File: config.mk
export PLATFORM = sky130hd
export DESIGN_NAME = lsu_stage
export DESIGN_NICKNAME = d
export VERILOG_FILES = /design/src/rtl/lsu_stage.sv
export SDC_FILE = /design/constraint.sdc
export NUM_CORES = 1
export LEC_CHECK = 0
export CAP_MARGIN = 10
export CORE_MARGIN = 1.5
export CORE_UTILIZATION = 48
export DETAILED_ROUTE_END_ITERATION = 10
export HOLD_SLACK_MARGIN = 0.12
export PLACE_DENSITY = 0.83
export SYNTH_ARGS = -nofsm -noshare
export SYNTH_HDL_FRONTEND = slang
export SYNTH_SLANG_ARGS = --single-unit
File: constraint.sdc
create_clock -name i_clk -period 5.3 [get_ports i_clk]
set_clock_uncertainty 0.1 [all_clocks]
set_input_delay 1.06 -clock i_clk [delete_from_list [all_inputs] [get_ports i_clk]]
set_output_delay 1.06 -clock i_clk [all_outputs]
set_load 0.01 [all_outputs]
File: src/rtl/lsu_stage.sv
// Load/store unit: checks width/alignment, runs one req/ack cycle with the word-wide
// data memory and returns the lane-extracted, sign/zero-extended load result.
module lsu_stage #(
   parameter int unsigned TIMEOUT_CYCLES = 255
) (
   input  logic        i_clk,
   input  logic        i_rst,
   input  logic        i_valid,
   input  logic        i_is_store,
   input  logic [2:0]  i_funct3,
   input  logic [31:0] i_addr,
   input  logic [31:0] i_store_data,
   output logic        o_ready,
   output logic        o_done,
   output logic [31:0] o_load_data,
   output logic        o_misaligned,
   output logic        o_fault,
   output logic        o_mem_req,
   output logic        o_mem_we,
   output logic [31:0] o_mem_addr,
   output logic [31:0] o_mem_wdata,
   output logic [3:0]  o_mem_wstrb,
   input  logic        i_mem_ack,
   input  logic [31:0] i_mem_rdata
);

   localparam logic [1:0] S_IDLE = 2'd0;
   localparam logic [1:0] S_REQ  = 2'd1;
   localparam logic [1:0] S_DONE = 2'd2;

   localparam int CW = (TIMEOUT_CYCLES < 2) ? 1 : $clog2(TIMEOUT_CYCLES);
   localparam logic [CW-1:0] CNT_LIMIT = CW'(TIMEOUT_CYCLES - 1);

   logic [1:0]    state_q, state_d;
   logic          ready_q, ready_d;
   logic          done_q, done_d;
   logic [31:0]   ld_q, ld_d;
   logic          mis_q, mis_d;
   logic          fault_q, fault_d;
   logic          req_q, req_d;
   logic          we_q, we_d;
   logic [31:0]   addr_q, addr_d;
   logic [31:0]   wdata_q, wdata_d;
   logic [3:0]    wstrb_q, wstrb_d;
   logic [CW-1:0] cnt_q, cnt_d;
   logic [2:0]    f3_q, f3_d;
   logic [1:0]    off_q, off_d;

   logic          f3_legal;
   logic          misaligned;
   logic [3:0]    wstrb_n;
   logic [31:0]   wdata_n;
   logic [7:0]    byte_sel;
   logic [15:0]   half_sel;
   logic [31:0]   ld_ext;

   always_comb begin
      f3_legal = 1'b0;
      case (i_funct3)
         3'b000, 3'b001, 3'b010: f3_legal = 1'b1;
         3'b100, 3'b101:         f3_legal = !i_is_store;
         default:                f3_legal = 1'b0;
      endcase
   end

   assign misaligned = ((i_funct3[1:0] == 2'b01) && i_addr[0]) ||
                       ((i_funct3[1:0] == 2'b10) && (i_addr[1:0] != 2'b00));

   // Store data is replicated across lanes so memory only needs the strobes.
   always_comb begin
      wstrb_n = 4'b0000;
      wdata_n = 32'h0;
      if (i_is_store) begin
         case (i_funct3[1:0])
            2'b00: begin
               wdata_n = {4{i_store_data[7:0]}};
               wstrb_n = 4'b0001 << i_addr[1:0];
            end
            2'b01: begin
               wdata_n = {2{i_store_data[15:0]}};
               wstrb_n = i_addr[1] ? 4'b1100 : 4'b0011;
            end
            default: begin
               wdata_n = i_store_data;
               wstrb_n = 4'b1111;
            end
         endcase
      end
   end

   assign byte_sel = 8'(i_mem_rdata >> {off_q, 3'b000});
   assign half_sel = off_q[1] ? i_mem_rdata[31:16] : i_mem_rdata[15:0];

   always_comb begin
      case (f3_q)
         3'b000:  ld_ext = {{24{byte_sel[7]}}, byte_sel};
         3'b001:  ld_ext = {{16{half_sel[15]}}, half_sel};
         3'b100:  ld_ext = {24'h0, byte_sel};
         3'b101:  ld_ext = {16'h0, half_sel};
         default: ld_ext = i_mem_rdata;
      endcase
   end

   always_comb begin
      state_d = state_q;
      ready_d = ready_q;
      done_d  = 1'b0;
      ld_d    = ld_q;
      mis_d   = mis_q;
      fault_d = fault_q;
      req_d   = req_q;
      we_d    = we_q;
      addr_d  = addr_q;
      wdata_d = wdata_q;
      wstrb_d = wstrb_q;
      cnt_d   = cnt_q;
      f3_d    = f3_q;
      off_d   = off_q;
      case (state_q)
         S_IDLE: begin
            if (i_valid) begin
               ready_d = 1'b0;
               ld_d    = 32'h0;
               mis_d   = 1'b0;
               fault_d = 1'b0;
               if (!f3_legal) begin
                  state_d = S_DONE;
                  done_d  = 1'b1;
                  fault_d = 1'b1;
               end else if (misaligned) begin
                  state_d = S_DONE;
                  done_d  = 1'b1;
                  mis_d   = 1'b1;
               end else begin
                  state_d = S_REQ;
                  req_d   = 1'b1;
                  we_d    = i_is_store;
                  addr_d  = {i_addr[31:2], 2'b00};
                  wdata_d = wdata_n;
                  wstrb_d = wstrb_n;
                  f3_d    = i_funct3;
                  off_d   = i_addr[1:0];
                  cnt_d   = '0;
               end
            end
         end
         S_REQ: begin
            // An ack on the limit cycle still completes normally.
            if (i_mem_ack) begin
               state_d = S_DONE;
               done_d  = 1'b1;
               req_d   = 1'b0;
               we_d    = 1'b0;
               wstrb_d = 4'b0000;
               ld_d    = we_q ? 32'h0 : ld_ext;
            end else if (cnt_q == CNT_LIMIT) begin
               state_d = S_DONE;
               done_d  = 1'b1;
               req_d   = 1'b0;
               we_d    = 1'b0;
               wstrb_d = 4'b0000;
               fault_d = 1'b1;
            end else begin
               cnt_d = cnt_q + CW'(1);
            end
         end
         S_DONE: begin
            state_d = S_IDLE;
            ready_d = 1'b1;
            mis_d   = 1'b0;
            fault_d = 1'b0;
         end
         default: begin
            state_d = S_IDLE;
            ready_d = 1'b1;
         end
      endcase
   end

   always_ff @(posedge i_clk) begin
      if (i_rst) begin
         state_q <= S_IDLE;
         ready_q <= 1'b1;
         done_q  <= 1'b0;
         ld_q    <= 32'h0;
         mis_q   <= 1'b0;
         fault_q <= 1'b0;
         req_q   <= 1'b0;
         we_q    <= 1'b0;
         addr_q  <= 32'h0;
         wdata_q <= 32'h0;
         wstrb_q <= 4'b0000;
         cnt_q   <= '0;
         f3_q    <= 3'b000;
         off_q   <= 2'b00;
      end else begin
         state_q <= state_d;
         ready_q <= ready_d;
         done_q  <= done_d;
         ld_q    <= ld_d;
         mis_q   <= mis_d;
         fault_q <= fault_d;
         req_q   <= req_d;
         we_q    <= we_d;
         addr_q  <= addr_d;
         wdata_q <= wdata_d;
         wstrb_q <= wstrb_d;
         cnt_q   <= cnt_d;
         f3_q    <= f3_d;
         off_q   <= off_d;
      end
   end

   assign o_ready      = ready_q;
   assign o_done       = done_q;
   assign o_load_data  = ld_q;
   assign o_misaligned = mis_q;
   assign o_fault      = fault_q;
   assign o_mem_req    = req_q;
   assign o_mem_we     = we_q;
   assign o_mem_addr   = addr_q;
   assign o_mem_wdata  = wdata_q;
   assign o_mem_wstrb  = wstrb_q;

endmodule

## Word level (Yosys, flattened, before mapping)

Cells that the tools add are included.

| cells by class | value |
|---|---|
| $add $sub $neg | 1 |
| $mul | 0 |
| div/mod/pow operators | 0 |
| magnitude comparators | 0 |
| eq/ne operators | 20 |
| shift-type cells | 2 |
| multiplexer cells | 56 |
| bitwise gates (word level) | 2 |
| reduce and logical (&&, ||, !) cells | 22 |

Operators with widths:

| cell | number |
|---|---|
| two-way mux 32 bit | 4 |
| case mux 32 bit (2 select lines) | 2 |
| case mux 32 bit (4 select lines) | 1 |
| two-way mux 8 bit | 5 |
| >> shifter 32 x 5 -> 8 bit | 1 |
| two-way mux 4 bit | 7 |
| two-way mux 1 bit | 20 |
| two-way mux 16 bit | 1 |
| case mux 4 bit (2 select lines) | 2 |
| case mux 8 bit (2 select lines) | 1 |
| != test 2 bit, second input constant | 7 |
| == test 3 bit, second input constant | 4 |
| case mux 1 bit (2 select lines) | 6 |
| two-way mux 2 bit | 5 |
| adder 8 x 1 -> 8 bit, second input constant | 1 |
| == test 8 bit, second input constant | 1 |
| AND reduction 4 bit | 2 |
| == test 3 x 1 -> 1 bit, second input constant | 2 |
| logical NOT 3 bit | 2 |
| AND reduction 2 bit | 3 |
| AND reduction 6 bit | 1 |
| nonzero test 2 bit | 3 |
| AND reduction 5 bit | 1 |
| == test 2 x 1 -> 1 bit, second input constant | 2 |
| 15 further kinds | 19 |

| word-level totals | value |
|---|---|
| flip-flop bits (word level) | 119 |
| bits in latches | 0 |
| bits in writable memories | 0 |
| ROM bits | 0 |
| input bits | 104 |
| logic and storage cells | 117 |
| memories | 0 |

## Logic depth before layout (Yosys ltp)

| logic depth | value |
|---|---|
| depth after elaboration | 7 |
| depth in mapped cells | 10 |
| mapped depth without buffers | 6 |

## Worst setup path after synthesis

Ideal clock, no wire load.

| timing | value |
|---|---|
| path kind | input port to flip-flop |
| start point | input i_funct3[0] |
| end point | register cnt_q[6] |
| library setup time | 0.070 ns |
| data arrival time | 2.699 ns |
| required time | 5.130 ns |
| path slack | 2.431 ns |
| cell stages on the path | 6 |
| cell sequence | buf_6 > or4_4 > a32o_2 > buf_6 > or4_1 > a21oi_1 |

| on the way | value |
|---|---|
| word-level cells in the longest chain between the ends | 5 |
| elaborated cells between the ends (all ways) | 16 |
| those cells by class | eq/ne (8); mux (1); reduce/logical (7) |

Ends and longest elaborated chain:

| item | line | source |
|---|---|---|
| from (decl) | 10 | `input logic [2:0] i_funct3,` |
| == test 3 x 1 -> 1 bit, or another cell as far along | 59 | `case (i_funct3)` |
| OR reduction 3 bit, or another cell as far along | 59 |  |
| case mux 1 bit (2 select lines) / logical OR 1 bit (equally long branches) | 59, 66 |  |
| != test 2 bit (no line) | n/a |  |
| AND reduction 6 bit (no line) (*) | n/a |  |
| to (signal assigned) | 208 | `cnt_q <= cnt_d;` |
| to (decl) | 45 | `logic [CW-1:0] cnt_q, cnt_d;` |

Mark *: on every way between the ends. The rest lies on a longest branch, timed or not.
A chain may end at the register's enable or synchronous reset.

## Final worst setup path

| timing | value |
|---|---|
| start point | input i_is_store |
| end point | register addr_q[18], in the netlist o_mem_addr[18] |

| on the way | value |
|---|---|
| word-level cells in the longest chain between the ends | 3 |

Ends and longest elaborated chain:

| item | line | source |
|---|---|---|
| from (decl) | 9 | `input logic i_is_store,` |
| logical NOT 1 bit | 61 | `3'b100, 3'b101: f3_legal = !i_is_store;` |
| case mux 1 bit (2 select lines) | 59 |  |
| AND reduction 4 bit (no line) | n/a |  |
| to (signal assigned) | 205 | `addr_q <= addr_d;` |
| to (decl) | 42 | `logic [31:0] addr_q, addr_d;` |

Every way passes these cells.

==> impl_metrics.env <==
export IMPL_postCtsHoldBufs=0
export IMPL_p_leak_nw=2.80
export IMPL_yosysUniqueCellTypes=46
export IMPL_synth_top_cells_by_area="dfxtp_1 44%, nand2_1 9.3%, a21oi_1 9.0%"
export IMPL_grt_overflow=0
export IMPL_synthesis_area_mm2=0.00547
export IMPL_fin_crit_sh_pct=61.4
export IMPL_hold_viol=0
export IMPL_fin_setup_tns_ns=0
export IMPL_synth_ff_type="dfxtp_1"
export IMPL_syn_inst=658
export IMPL_synth_top_cells_by_count="135 x nand2_1, 119 x dfxtp_1, 98 x a21oi_1"
export IMPL_p_per_area_mw_per_mm2=305
export IMPL_min_period_ns=3.26
export IMPL_gp_congestion=0.854
export IMPL_status="complete, no violations"
export IMPL_worstMarginPinSlew_ns=0.833
export IMPL_dr_pass1_iters=5
export IMPL_yosysTopAreaCellShare_pct=43.5
export IMPL_via_per_inst=5.65
export IMPL_ys_warn_count=0
export IMPL_drc=0
export IMPL_grt_max_degree=61
export IMPL_rsz0062_at_grt="false"
export IMPL_fin_cells=994
export IMPL_critPathCaptureType="flip-flop"
export IMPL_die_w_um=110
export IMPL_worst_skew_pair_late_latency_ns=0.41
export IMPL_routedWlPerCell_um=16.9
export IMPL_synth_area_per_cell_um2=8.32
export IMPL_finalSetupViolCount=0
export IMPL_slew_headroom_pct=44.4
export IMPL_yosysMostFrequentCell="nand2_1"
export IMPL_crit_fanout=51
export IMPL_grt_first_pass_wirelength_um=26200
export IMPL_ant_nets=0
export IMPL_critPathLaunchType="input pin"
export IMPL_drive_gt1_share_pct=9.13
export IMPL_die_h_um=110
export IMPL_maxSlewViolCount=0
export IMPL_row_count=38
export IMPL_antenna_found_initial=0
export IMPL_drt_iter0_markers=435
export IMPL_async_flop_share_pct=0
export IMPL_seqCellArea_mm2=0.00238
export IMPL_hold_class="flip-flop to flip-flop"
export IMPL_clk_path_buf_depth=2
export IMPL_cts_buffers=17
export IMPL_cp_required_ns=5.53
export IMPL_fin_nets=951
export IMPL_yosysTopAreaCell="dfxtp_1"
export IMPL_cts_resized=0
export IMPL_clockRootBuffer="clkbuf_16"
export IMPL_initial_core_util_pct=49.8
export IMPL_multi_input_area_mm2=0.00282
export IMPL_vdd_drop_max_mv=0.181
export IMPL_core_mm2=0.0110
export IMPL_vias=5614
export IMPL_maxCapViolations=0
export IMPL_max_freq_mhz=307
export IMPL_numPortBuffers=207
export IMPL_num_fill_cells=777
export IMPL_io_pin_count=210
export IMPL_diodes=0
export IMPL_place_inst=962
export IMPL_post_cts_buffers=0
export IMPL_yosysSeqAreaShare_pct=43.5
export IMPL_dieArea_mm2=0.0121
export IMPL_cts_tree="yes"
export IMPL_worstPathArrival_ns=3.49
export IMPL_dpl_hpwl_um=11700
export IMPL_finalWirelength_um=16800
export IMPL_clkTransAtPathRegs_ns=0.05
export IMPL_utilization_pct=74.7
export IMPL_area_delta_synth_final_pct=49.9
export IMPL_path_class="input pin to flip-flop"
export IMPL_grt_use_total_pct=28.0
export IMPL_htreeDepth=4
export IMPL_synth_seq_cells=119
export IMPL_numClockSinks=119
export IMPL_synth_edff_count=0
export IMPL_grt_pass1_vias=5356
-- through the flow --
| step | hold slack, ns | worst slack (ns) | cell area [um2] | total power [mW] |
|---|---|---|---|---|
| after global placement | 0.340 | 1.76 | 7580 | 1.31 |
| after detailed placement | 0.346 | 1.64 | 7580 | 1.32 |
| after floorplan | 0.349 | 2.43 | 5480 | 1.14 |
| final | 0.350 | 2.04 | 8200 | 2.50 |
| after CTS | 0.353 | 2.08 | 8200 | 2.51 |
| after global routing | 0.373 | 1.87 | 8200 | 2.59 |
-- registers in the layout (all words and copies together) (netlist names), 2 cells and up --
signal	flops
cnt_q	8
f3_q	3
o_load_data	32
o_mem_addr	30
o_mem_wdata	32
o_mem_wstrb	4
off_q	2
state_q	2
-- routing by layer --
metal | GRT usage, % | vias to the layer above | wire, um
met5 | 0 | - | 0
met4 | 9.65 | 0 | 276
met3 | 11.3 | 30 | 1660
met2 | 47.6 | 248 | 8280
met1 | 31.7 | 2649 | 6570
li1 | - | 2687 | -
-- worst max-delay path, stage by stage --
cell             delay (ns)
clkdlybuf4s50_1        0.45
buf_4                  0.33
a221o_1                0.32
a21o_2                 0.45
buf_4                  0.54
nand2_1                0.13
a21oi_1                0.19
-- power by group --
group	total (mW)	switching, mW	internal [mW]
clock network	1.20	0.395	0.800
logic	0.361	0.181	0.180
registers	0.945	0.0203	0.925
total	2.50	0.597	1.90
-- worst paths after layout --
kind | start | end | slack, ns | cells after the start
setup / recovery | i_is_store | o_mem_addr[18] | 2.04 | 7
hold / removal | o_mem_wdata[28] | o_mem_wdata[28] | 0.35 | 2
setup reg to reg | off_q[1] | o_load_data[15] | 2.63 | 4
hold reg to reg | o_mem_wdata[28] | o_mem_wdata[28] | 0.35 | 2
-- final cells by class --
class	instances	share of cell area (%)
Sequential cell	119	29.0
Tap cell	140	2.14
Clock inverter	7	1.40
Timing Repair Buffer	219	26.3
Inverter	12	0.549
Clock buffer	25	6.16
Multi-Input combinational cell	472	34.4
-- placed cells by master (no fill, tap or decap), drive strengths merged, types with 8 or more instances in the layout --
cell type and instances:
mux2 30, clkdlybuf4s50 206, clkbuf 25, buf 13, or4 8, mux2i 10, nand2 135, a32o 25
a21oi 98, o21ai 22, dfxtp 119, nor2 13, inv 12, nand3 33, nand2b 37
-- cells by family (layout without fill, tap and decap cells) --
kind of cell,Yosys count,in the layout,synth area share [%]
adders and majority gates,6,6,1.37
AOI/OAI and AO/OA,180,180,20.8
and+or+nand+nor,243,243,20.5
other,1,2,0.0685
buffers and inverters,68,263,5.28
muxes,41,41,8.41
DFF,119,119,43.5
(Power assumes the default switching activity.)
